### config.mk
export PLATFORM = sky130hd
export DESIGN_NAME = boot_loader_flat
export DESIGN_NICKNAME = d
export VERILOG_FILES = /design/src/rtl/boot_loader_pkg.sv /design/src/rtl/boot_loader_if.sv /design/src/rtl/boot_loader_load_counter.sv /design/src/rtl/boot_loader.sv /design/src/flat_wrapper.sv
export SDC_FILE = /design/constraint.sdc
export NUM_CORES = 1
export LEC_CHECK = 0
export ABC_AREA = 1
export BUFFER_PORTS_ARGS = -buffer_cell sky130_fd_sc_hd__buf_2
export CAP_MARGIN = 20
export CORE_AREA = 3 3 104 106
export DETAILED_ROUTE_END_ITERATION = 10
export DIE_AREA = 0 0 107 109
export GPL_TIMING_DRIVEN = 0
export PLACE_DENSITY = 0.9
export SETUP_SLACK_MARGIN = 0.1
export SYNTH_ARGS = -nofsm -noshare
export SYNTH_HDL_FRONTEND = slang
export SYNTH_SLANG_ARGS = --single-unit
### constraint.sdc
create_clock -name clk -period 2.8 [get_ports clk]
set_clock_uncertainty 0.15 [all_clocks]
set_input_delay 0 -clock clk [delete_from_list [all_inputs] [get_ports clk]]
set_output_delay 0 -clock clk [all_outputs]
set_load 0.02 [all_outputs]
### src/rtl/boot_loader_pkg.sv
// Shared types and defaults for the boot loader slice.
// BOOT_LOADER_CHECKSUM_EN adds the ERROR state used by the load checksum.
package boot_loader_pkg;

  localparam int unsigned D_ADDR_W_DEF = 10;
  localparam int unsigned CNT_W_DEF    = 9;
  localparam int unsigned WORD_W       = 32;

  typedef enum logic [2:0] {
    ST_IDLE,
    ST_LOAD_D,
    ST_LOAD_I,
    ST_RUN
`ifdef BOOT_LOADER_CHECKSUM_EN
    ,
    ST_ERROR
`endif
  } bl_state_e;

endpackage

### src/rtl/boot_loader_if.sv
// Valid/ready word stream feeding the boot loader.
interface boot_loader_if #(
  parameter int unsigned DATA_W = boot_loader_pkg::WORD_W
);
  logic              in_valid;
  logic [DATA_W-1:0] in_data;
  logic              in_ready;

  modport master (output in_valid, output in_data, input in_ready);
  modport slave  (input in_valid, input in_data, output in_ready);
endinterface

### src/rtl/boot_loader_load_counter.sv
// Region beat counter and byte-address generator, shared by the data and
// instruction regions; the address wraps naturally at 2^D_ADDR_W.
module boot_loader_load_counter #(
  parameter int unsigned D_ADDR_W = 10,
  parameter int unsigned CNT_W    = 9
) (
  input  logic                clk,
  input  logic                rst,
  input  logic                clr_i,
  input  logic                inc_i,
  input  logic [CNT_W-1:0]    target_i,
  output logic                last_o,
  output logic [D_ADDR_W-1:0] addr_o
);

  logic [CNT_W-1:0]    count_q;
  logic [D_ADDR_W-1:0] addr_q;

  always_ff @(posedge clk) begin
    if (rst || clr_i) begin
      count_q <= '0;
      addr_q  <= '0;
    end else if (inc_i) begin
      count_q <= count_q + CNT_W'(1);
      addr_q  <= addr_q + D_ADDR_W'(4);
    end
  end

  assign last_o = (count_q == (target_i - CNT_W'(1)));
  assign addr_o = addr_q;

endmodule

### src/rtl/boot_loader.sv
// Streams words into data then instruction BRAM, then releases the core.
// Optional load checksum: define BOOT_LOADER_CHECKSUM_EN.
module boot_loader
  import boot_loader_pkg::*;
#(
  parameter int unsigned D_ADDR_W = D_ADDR_W_DEF,
  parameter int unsigned CNT_W    = CNT_W_DEF
) (
  input  logic                clk,
  input  logic                rst,
  input  logic                start,
  input  logic                halt,
  input  logic [CNT_W-1:0]    data_count,
  input  logic [CNT_W-1:0]    instr_count,
  boot_loader_if.slave        in_bus,
  output logic [D_ADDR_W-1:0] d_w_addr,
  output logic [WORD_W-1:0]   d_w_dat,
  output logic                d_w_enb,
  output logic [D_ADDR_W-1:0] i_w_addr,
  output logic [WORD_W-1:0]   i_w_dat,
  output logic                i_w_enb,
  output logic                d_init_done,
  output logic                pc_stall,
  output logic                i_r_enb,
  output logic                rd_enbl,
  output logic                busy,
`ifdef BOOT_LOADER_CHECKSUM_EN
  input  logic [WORD_W-1:0]   expected_sum,
  output logic                sum_err,
`endif
  output logic                done
);

  bl_state_e state_q, state_d, end_st;

  logic [CNT_W-1:0]    data_cnt_q, instr_cnt_q, target;
  logic                in_ready_q, busy_q, done_q, pc_stall_q, run_q;
  logic                d_init_done_q;
  logic                d_w_enb_q, i_w_enb_q;
  logic [D_ADDR_W-1:0] d_w_addr_q, i_w_addr_q, cnt_addr;
  logic [WORD_W-1:0]   d_w_dat_q, i_w_dat_q;
  logic                beat, start_ok, cnt_clr, cnt_last;

`ifdef BOOT_LOADER_CHECKSUM_EN
  logic [WORD_W-1:0] sum_q, sum_d;
  logic              sum_err_q;
`endif

  boot_loader_load_counter #(
    .D_ADDR_W (D_ADDR_W),
    .CNT_W    (CNT_W)
  ) u_cnt (
    .clk      (clk),
    .rst      (rst),
    .clr_i    (cnt_clr),
    .inc_i    (beat),
    .target_i (target),
    .last_o   (cnt_last),
    .addr_o   (cnt_addr)
  );

  always_comb begin
    beat     = in_bus.in_valid && in_ready_q;
    start_ok = start && (state_q == ST_IDLE);
    target   = (state_q == ST_LOAD_D) ? data_cnt_q : instr_cnt_q;
    cnt_clr  = start_ok;
`ifdef BOOT_LOADER_CHECKSUM_EN
    sum_d    = sum_q + in_bus.in_data;
    end_st   = (sum_d == expected_sum) ? ST_RUN : ST_ERROR;
`else
    end_st   = ST_RUN;
`endif
    state_d  = state_q;
    case (state_q)
      ST_IDLE: begin
        if (start) begin
          if (data_count != '0)       state_d = ST_LOAD_D;
          else if (instr_count != '0) state_d = ST_LOAD_I;
          else                        state_d = ST_RUN;
        end
      end
      ST_LOAD_D: begin
        if (beat && cnt_last) begin
          cnt_clr = 1'b1;
          state_d = (instr_cnt_q != '0) ? ST_LOAD_I : end_st;
        end
      end
      ST_LOAD_I: if (beat && cnt_last) state_d = end_st;
      ST_RUN:    if (halt) state_d = ST_IDLE;
      default:   state_d = state_q;
    endcase
  end

  always_ff @(posedge clk) begin
    if (rst) begin
      state_q       <= ST_IDLE;
      data_cnt_q    <= '0;
      instr_cnt_q   <= '0;
      in_ready_q    <= 1'b0;
      busy_q        <= 1'b0;
      done_q        <= 1'b0;
      pc_stall_q    <= 1'b1;
      run_q         <= 1'b0;
      d_init_done_q <= 1'b0;
      d_w_enb_q     <= 1'b0;
      d_w_addr_q    <= '0;
      d_w_dat_q     <= '0;
      i_w_enb_q     <= 1'b0;
      i_w_addr_q    <= '0;
      i_w_dat_q     <= '0;
`ifdef BOOT_LOADER_CHECKSUM_EN
      sum_q         <= '0;
      sum_err_q     <= 1'b0;
`endif
    end else begin
      state_q    <= state_d;
      in_ready_q <= (state_d == ST_LOAD_D) || (state_d == ST_LOAD_I);
      busy_q     <= (state_d == ST_LOAD_D) || (state_d == ST_LOAD_I);
      pc_stall_q <= (state_d != ST_RUN);
      run_q      <= (state_d == ST_RUN);
      done_q     <= (state_d == ST_RUN) && (state_q != ST_RUN);
      if (start_ok) begin
        data_cnt_q  <= data_count;
        instr_cnt_q <= instr_count;
      end
      d_w_enb_q <= beat && (state_q == ST_LOAD_D);
      if (beat && (state_q == ST_LOAD_D)) begin
        d_w_addr_q <= cnt_addr;
        d_w_dat_q  <= in_bus.in_data;
      end
      i_w_enb_q <= beat && (state_q == ST_LOAD_I);
      if (beat && (state_q == ST_LOAD_I)) begin
        i_w_addr_q <= cnt_addr;
        i_w_dat_q  <= in_bus.in_data;
      end
      // Set one cycle after leaving LOAD_D, so it never overlaps the last data write.
      if (state_d == ST_IDLE)
        d_init_done_q <= 1'b0;
      else if ((state_q != ST_IDLE) && (state_q != ST_LOAD_D))
        d_init_done_q <= 1'b1;
`ifdef BOOT_LOADER_CHECKSUM_EN
      if (start_ok)  sum_q <= '0;
      else if (beat) sum_q <= sum_d;
      sum_err_q <= (state_d == ST_ERROR);
`endif
    end
  end

  assign in_bus.in_ready = in_ready_q;
  assign d_w_addr        = d_w_addr_q;
  assign d_w_dat         = d_w_dat_q;
  assign d_w_enb         = d_w_enb_q;
  assign i_w_addr        = i_w_addr_q;
  assign i_w_dat         = i_w_dat_q;
  assign i_w_enb         = i_w_enb_q;
  assign d_init_done     = d_init_done_q;
  assign pc_stall        = pc_stall_q;
  assign i_r_enb         = run_q;
  assign rd_enbl         = run_q;
  assign busy            = busy_q;
  assign done            = done_q;
`ifdef BOOT_LOADER_CHECKSUM_EN
  assign sum_err         = sum_err_q;
`endif

endmodule

### src/flat_wrapper.sv
// flat-port wrapper written by rule: the top's interface ports become plain ports
module boot_loader_flat import boot_loader_pkg::*;
#(
  parameter int unsigned D_ADDR_W = D_ADDR_W_DEF,
  parameter int unsigned CNT_W    = CNT_W_DEF
)
  (clk, rst, start, halt, data_count, instr_count, d_w_addr, d_w_dat, d_w_enb, i_w_addr, i_w_dat, i_w_enb, d_init_done, pc_stall, i_r_enb, rd_enbl, busy, done, in_bus_in_valid, in_bus_in_data, in_bus_in_ready);
  boot_loader_if in_bus_i ();
  input  logic clk;
  input  logic rst;
  input  logic start;
  input  logic halt;
  input  logic [CNT_W-1:0] data_count;
  input  logic [CNT_W-1:0] instr_count;
  output logic [D_ADDR_W-1:0] d_w_addr;
  output logic [WORD_W-1:0] d_w_dat;
  output logic d_w_enb;
  output logic [D_ADDR_W-1:0] i_w_addr;
  output logic [WORD_W-1:0] i_w_dat;
  output logic i_w_enb;
  output logic d_init_done;
  output logic pc_stall;
  output logic i_r_enb;
  output logic rd_enbl;
  output logic busy;
  output logic done;
  input wire logic [$bits(in_bus_i.in_valid)-1:0] in_bus_in_valid;
  input wire logic [$bits(in_bus_i.in_data)-1:0] in_bus_in_data;
  output wire logic [$bits(in_bus_i.in_ready)-1:0] in_bus_in_ready;
  assign in_bus_i.in_valid = in_bus_in_valid;
  assign in_bus_i.in_data = in_bus_in_data;
  assign in_bus_in_ready = in_bus_i.in_ready;
  boot_loader #(.D_ADDR_W(D_ADDR_W), .CNT_W(CNT_W)) u_core (.clk(clk), .rst(rst), .start(start), .halt(halt), .data_count(data_count), .instr_count(instr_count), .in_bus(in_bus_i), .d_w_addr(d_w_addr), .d_w_dat(d_w_dat), .d_w_enb(d_w_enb), .i_w_addr(i_w_addr), .i_w_dat(i_w_dat), .i_w_enb(i_w_enb), .d_init_done(d_init_done), .pc_stall(pc_stall), .i_r_enb(i_r_enb), .rd_enbl(rd_enbl), .busy(busy), .done(done));
endmodule
; ---- Yosys cells after proc, flatten, opt, wreduce, memory -nomap -nowiden
; Index checks and enable logic that the tools add are counted.
[word_totals]
wordCells = 56
n_memories = 0
output_inout_bits = 93
register_bits = 131
latchBits = 0
mem_bits_ro = 0
ram_bits = 0
[op_classes]
add_sub_neg = 3
n_eq_ne = 10
reduce_logical = 16
mul = 0
bitwise = 0
n_shift = 0
div = 0
mux = 11
n_lt_le_gt_ge = 0
[ops]
columns = op, n
row1 = 9-bit nonzero test, 3
row2 = 3-bit 2-to-1 mux, 5
row3 = 3-bit by 2-bit equality test with 1-bit output (second input constant), 4
row4 = 3-bit one-hot mux with 4 select lines, 1
row5 = 10-bit by 3-bit adder with 10-bit output (second input constant), 1
row6 = 9-bit by 1-bit adder with 9-bit output (second input constant), 1
row7 = 9-bit equality test, 1
row8 = 9-bit 2-to-1 mux, 1
row9 = 9-bit by 1-bit subtractor with 9-bit output (second input constant), 1
row10 = 1-bit logical AND, 7
row11 = 3-bit by 1-bit equality test with 1-bit output (second input constant), 2
row12 = 3-bit zero test, 2
row13 = 3-bit by 2-bit inequality test with 1-bit output (second input constant), 2
row14 = 1-bit 2-to-1 mux, 4
row15 = 3-bit by 1-bit inequality test with 1-bit output (second input constant), 1
row16 = 3-bit nonzero test, 1
row17 = 1-bit logical OR, 2
row18 = 2-bit OR reduction, 1

; ---- Longest topological paths before layout
[depth]
word_depth = 9
depth_mapped = 21
mapped_depth_nobuf = 20

; ---- Modules after synthesis
; A second synthesis with hierarchy kept.
[unflattened]
cells_unflattened = 733
area_unflattened_um2 = 5345.1
[modules_own_cells]
columns = module, area_each_um2, cells_each, instances
row1 = boot_loader, 4212.8, 553, 1
row2 = boot_loader_load_counter, 1132.3, 180, 1

; ---- Worst setup path before layout
; OpenSTA, ideal clock, no wires.
[synth_timing]
kind = register -> register
from = register u_core.state_q[0]
to = register u_core.u_cnt.count_q[1]
setup_ns = 0.116
slack_ns = 0.406
arrival_time_ns = 2.128
path_buffers = 1
path_stages_with_launch = 17
cell_sequence = dfxtp_1 > inv_1 > nor2_2 > nand3_1 > nand2_2 > ha_1 > xor2_1 > nand2_1 > nor2_1 > nand3_1 > nor2_1 > nand2_1 > nor2_2 > nand3_2 > nand3_2 > buf_4 > a21oi_1
[synth_between]
elab_chain_len = 8
elab_cells_between_ends = 10
[synth_rtl]
columns = element, line_no
row1 = "start, declared", boot_loader.sv:34  ; bl_state_e state_q, state_d, end_st;
row2 = "start signal, assigned", boot_loader.sv:116  ; state_q <= state_d;
row3 = 3-bit by 1-bit equality test with 1-bit output, "boot_loader.sv:65, boot_loader.sv:74"
row4 = 9-bit 2-to-1 mux, boot_loader.sv:65  ; target = (state_q == ST_LOAD_D) ? data_cnt_q : instr_cnt_q;
row5 = 9-bit by 1-bit subtractor with 9-bit output, boot_loader_load_counter.sv:29  ; assign last_o = (count_q == (target_i - CNT_W'(1)));
row6 = 9-bit equality test, boot_loader_load_counter.sv:29
row7 = 1-bit logical AND, boot_loader.sv:83  ; if (beat && cnt_last) begin
row8 = 1-bit 2-to-1 mux, boot_loader.sv:83
row9 = 1-bit 2-to-1 mux *, boot_loader.sv:74  ; case (state_q)
row10 = 1-bit logical OR *, boot_loader_load_counter.sv:20  ; if (rst || clr_i) begin
row11 = "end signal, assigned", boot_loader_load_counter.sv:24  ; count_q <= count_q + CNT_W'(1);
row12 = "end, declared", boot_loader_load_counter.sv:16  ; logic [CNT_W-1:0] count_q;
; Every way passes the cells marked *; elsewhere a longest branch is shown, timed or not.
; A chain may end at the register's enable or synchronous reset.

; ---- Final worst setup path
[layout_timing]
from = register u_core.state_q[1]
to = register u_core.in_ready_q (netlist: u_core.in_bus.in_ready)
[layout_between]
elab_chain_len = 9
elab_cells_between_ends = 16
[layout_rtl]
columns = element, line_no
row1 = 3-bit by 1-bit equality test with 1-bit output, "boot_loader.sv:65, boot_loader.sv:74"
row2 = 9-bit 2-to-1 mux, boot_loader.sv:65
row3 = 9-bit by 1-bit subtractor with 9-bit output, boot_loader_load_counter.sv:29
row4 = 9-bit equality test, boot_loader_load_counter.sv:29
row5 = 1-bit logical AND, "boot_loader.sv:83, boot_loader.sv:88"
row6 = 3-bit 2-to-1 mux (on tied branches), "boot_loader.sv:88, boot_loader.sv:83"
row7 = 3-bit one-hot mux with 4 select lines *, boot_loader.sv:74
row8 = 3-bit by 1-bit equality test with 1-bit output or 3-bit by 2-bit equality test with 1-bit output (tied branches), boot_loader.sv:117  ; in_ready_q <= (state_d == ST_LOAD_D) || (state_d == ST_LOAD_I);
row9 = 1-bit logical OR *, boot_loader.sv:117
row10 = "end signal, assigned", boot_loader.sv:117
row11 = "end, declared", boot_loader.sv:37  ; logic in_ready_q, busy_q, done_q, pc_stall_q, run_q;
; Marks and branches as above.

==> results.yml <==
outcome:
  status: "finished clean"
global_routing:
  antenna_found_initial: 0
  first_global_vias: 6029
  use_met3: 0.120
  grt_pass1_wl_um: 29300
  grtUsageTotal: 0.324
  grt_max_degree: 17
  gr-total-overflow: 0
  grt_use_met2: 0.560
  grt.busiest_layer: "met2"
  grt_use_met1: 0.338
drt:
  routed_wl_um: 19500
  drc_errors: 0
  wl_per_cell_um: 18.0
  routed_via_density: 5.59
  drt_pass1_iterations: 6
  dr.first_iter.drc_count: 527
  num_vias: 6050
  ant_nets: 0
sta:
  worst_pin_slew_ns: 0.593
  setup_viol: 0
  fmax_ghz: 0.366
  layout_min_cycle_time_ns: 2.73
  finalCritPeriodShare: 0.975
  fin_ws_ns: 0.0698
  rsz0062_at_grt: "true"
  final_hold_viol_count: 0
  slew_headroom: 0.601
  slew_violations: 0
yosys:
  yosysWarningCount: 0
  synth_area_um2: 5140
  yosysSeqAreaShare: 0.486
  syn_inst: 696
  ys_types: 36
  avgSynthCellArea_um2: 7.39
  synth_seq_cells: 125
floorplanning:
  die_h_um: 109
  num_rows: 36
  core_um2: 9860
  die_width_um: 107
  ioPinCount: 148
  die_area_um2: 11700
  initial_core_util: 0.521
critical_path:
  worstSetupStartpointType: "flip-flop"
  crit_arrival_ns: 3.04
  critPathCaptureType: "flip-flop"
  worst-setup-path-type: "flip-flop to flip-flop"
  worstPathRequired_ns: 3.11
  worstPathMaxFanout: 10
final_layout:
  num-nets-final: 994
  fill_cells: 573
  regArea_um2: 2510
  post-route-util: 0.761
  diodes: 0
  multi_input_area_um2: 2400
  area_growth_pct: 46.0
  finalInstanceArea_um2: 7510
  layout-drive-gt1-share: 0.261
pwr:
  clkPwrFrac: 0.465
  p_comb_frac: 0.137
  ir_drop_v: 0.000518
  cellPowerDensity_nw_per_um2: 622
  leakage_nw: 3.54
  power_frac_seq: 0.398
  p_int_mw: 3.24
  swShare: 0.307
  p_switching_mw: 1.43
clock_tree:
  htreeDepth: 4
  clkLatencyLatePin_ns: 0.53
  cts_buffer_depth: 2
  cts_tree: "built"
  cts-root-buf: "clkbuf_8"
  cts_sinks: 125
  clk_pin_slew_worst_paths_ns: 0.07
  cts_buffers: 17
placement:
  place_ws_ns: -0.0890
  placed_cell_area_um2: 6040
  port-buffer-count: 143
  hpwlAfterDp_um: 10500
  place_congestion: 0.913
min_path:
  hp-class: "input pin to flip-flop"
run:
  drv_cap: 0
==> critical path, cell delays in order, from the launching register on <==
cell and delay (ns):
dfxtp_4 0.36, inv_4 0.06, buf_4 0.12, buf_2 0.21, nand3_1 0.24, inv_1 0.28, a21oi_1 0.15, dlygate4sd3_1 0.62
nand2_2 0.09, inv_2 0.05, nand2_4 0.09, nand2_4 0.07, a21oi_4 0.15
==> final timing paths <==
path,from,end,slack (ns),depth (start not counted)
worst max-delay path,u_core.state_q[1],u_core.in_bus.in_ready,0.07,12
worst min-delay path,in_bus_in_data[1],u_core.d_w_dat[1],0.10,4
worst max register to register,u_core.state_q[1],u_core.in_bus.in_ready,0.07,12
worst min register to register,u_core.i_w_dat[4],u_core.i_w_dat[4],0.33,2
==> synthesized netlist by cell type <==
| library cell | count | area [um^2] |
|---|---|---|
| inv_2 | 5 | 18.8 |
| nand3_1 | 33 | 165 |
| nor3_1 | 5 | 25.0 |
| nand3_2 | 3 | 30.0 |
| ha_1 | 3 | 37.5 |
| nand3_4 | 1 | 17.5 |
| nand3b_1 | 2 | 15.0 |
| o21ai_1 | 1 | 5.00 |
| o21ai_0 | 101 | 505 |
| o31ai_1 | 1 | 7.51 |
| dfxtp_1 | 125 | 2500 |
| buf_2 | 2 | 10.0 |
| a31oi_1 | 2 | 12.5 |
| or2_2 | 1 | 6.26 |
| nor2_2 | 6 | 37.5 |
| buf_6 | 1 | 11.3 |
| o211ai_1 | 2 | 15.0 |
| a21oi_2 | 1 | 8.76 |
| xnor3_1 | 1 | 22.5 |
| inv_1 | 49 | 184 |
| o21ai_2 | 2 | 17.5 |
| nand2_1 | 77 | 289 |
| buf_4 | 7 | 52.6 |
| buf_1 | 3 | 11.3 |
| nor4_1 | 7 | 43.8 |
| xnor2_1 | 2 | 17.5 |
| nand2_2 | 8 | 50.1 |
| a21oi_1 | 31 | 155 |
| xor2_1 | 8 | 70.1 |
| nor2_1 | 171 | 642 |
| a211oi_1 | 1 | 7.51 |
| conb_1 | 1 | 3.75 |
| clkbuf_1 | 27 | 101 |
| nor2_4 | 1 | 11.3 |
| nor3b_1 | 2 | 15.0 |
| nand4_1 | 3 | 18.8 |
==> power by group through the flow <==
| stage | Combinational [mW] | Clock (mW) | Sequential (mW) |
|---|---|---|---|
| final | 0.639 | 2.17 | 1.86 |
| after global placement | 0.437 | 0 | 1.89 |
| after floorplan | 0.283 | 0 | 1.91 |
| after global routing | 0.685 | 2.25 | 1.86 |
| after CTS | 0.552 | 2.15 | 1.85 |
| after detailed placement | 0.444 | 0 | 1.89 |
==> flip-flops by register name, summed over array words and instances (netlist names) <==
signal / cells
u_core.instr_cnt_q: 9
u_core.in_bus.in_ready: 1
u_core.d_w_addr: 8
u_core.state_q: 3
u_core.d_w_enb: 1
u_core.d_init_done: 1
u_core.d_w_dat: 32
u_core.data_cnt_q: 9
u_core.i_w_addr: 8
u_core.u_cnt.addr_o: 8
u_core.u_cnt.count_q: 9
u_core.done: 1
u_core.i_w_enb: 1
u_core.i_w_dat: 32
u_core.i_r_enb: 1
u_core.pc_stall: 1
==> placed cells by master (no fill, tap or decap), drive strengths merged <==
| cell | n |
|---|---|
| ha | 3 |
| xnor2 | 2 |
| or2 | 1 |
| buf | 172 |
| nor2 | 178 |
| nand3b | 2 |
| clkinvlp | 1 |
| dfxtp | 125 |
| a21oi | 32 |
| xor2 | 8 |
| nand3 | 37 |
| nor3b | 2 |
| nor4 | 7 |
| a211oi | 1 |
| inv | 63 |
| nor3 | 5 |
| o21ai | 104 |
| clkbuf | 44 |
| o211ai | 2 |
| o31ai | 1 |
| conb | 4 |
| dlygate4sd3 | 59 |
| xnor3 | 1 |
| nand4 | 3 |
| a31oi | 2 |
| clkinv | 5 |
| nand2 | 85 |
==> layout make-up <==
type | instances | share of cell area
Buffer | 40 | 0.0253
Clock buffer | 17 | 0.0551
Clock inverter | 15 | 0.0227
Inverter | 54 | 0.0280
Multi-Input combinational cell | 480 | 0.320
Sequential cell | 125 | 0.335
Tap cell | 133 | 0.0222
Timing Repair Buffer | 218 | 0.192
==> cells by family after synthesis <==
| family | count (synthesis) | synth area share |
|---|---|---|
| AO/OA/AOI/OAI | 142 | 0.143 |
| flip-flops | 125 | 0.486 |
| XOR/XNOR | 11 | 0.0214 |
| buffers and inverters | 94 | 0.0757 |
| AND/OR/NAND/NOR | 320 | 0.266 |
| adder cells (fa/ha/maj) | 3 | 0.00730 |
| other | 1 | 0.000729 |
==> layer usage <==
metal	vias to the layer above	part of all wire
met2	446	0.50
met5	-	0
li1	2723	-
met4	0	0.060
met1	2766	0.34
met3	115	0.11
==> stage by stage <==
stage | hold WS (ns) | TNS [ns] | total power [mW] | cells
5_1_grt | 0.107 | -0.0385 | 4.80 | 1082
3_3_place_gp | 0.0871 | -0.0926 | 2.33 | 975
3_5_place_dp | 0.0935 | -0.821 | 2.34 | 975
6_report | 0.101 | 0 | 4.67 | 1082
4_1_cts | 0.0772 | 0 | 4.55 | 1073
2_1_floorplan | -0.0776 | 0 | 2.19 | 699
==> what timing repair did <==
action / in CTS / in global routing
cloned: 1 / 0
hold buffers: 59 / 0
endpoints found under the hold margin: 112 / 0
buffers inserted: 6 / 9
gates resized for setup: 18 / 23
pin swaps: 12 / 15
setup endpoints to repair: 24 / 24
Power figures use the tool's default switching activity.
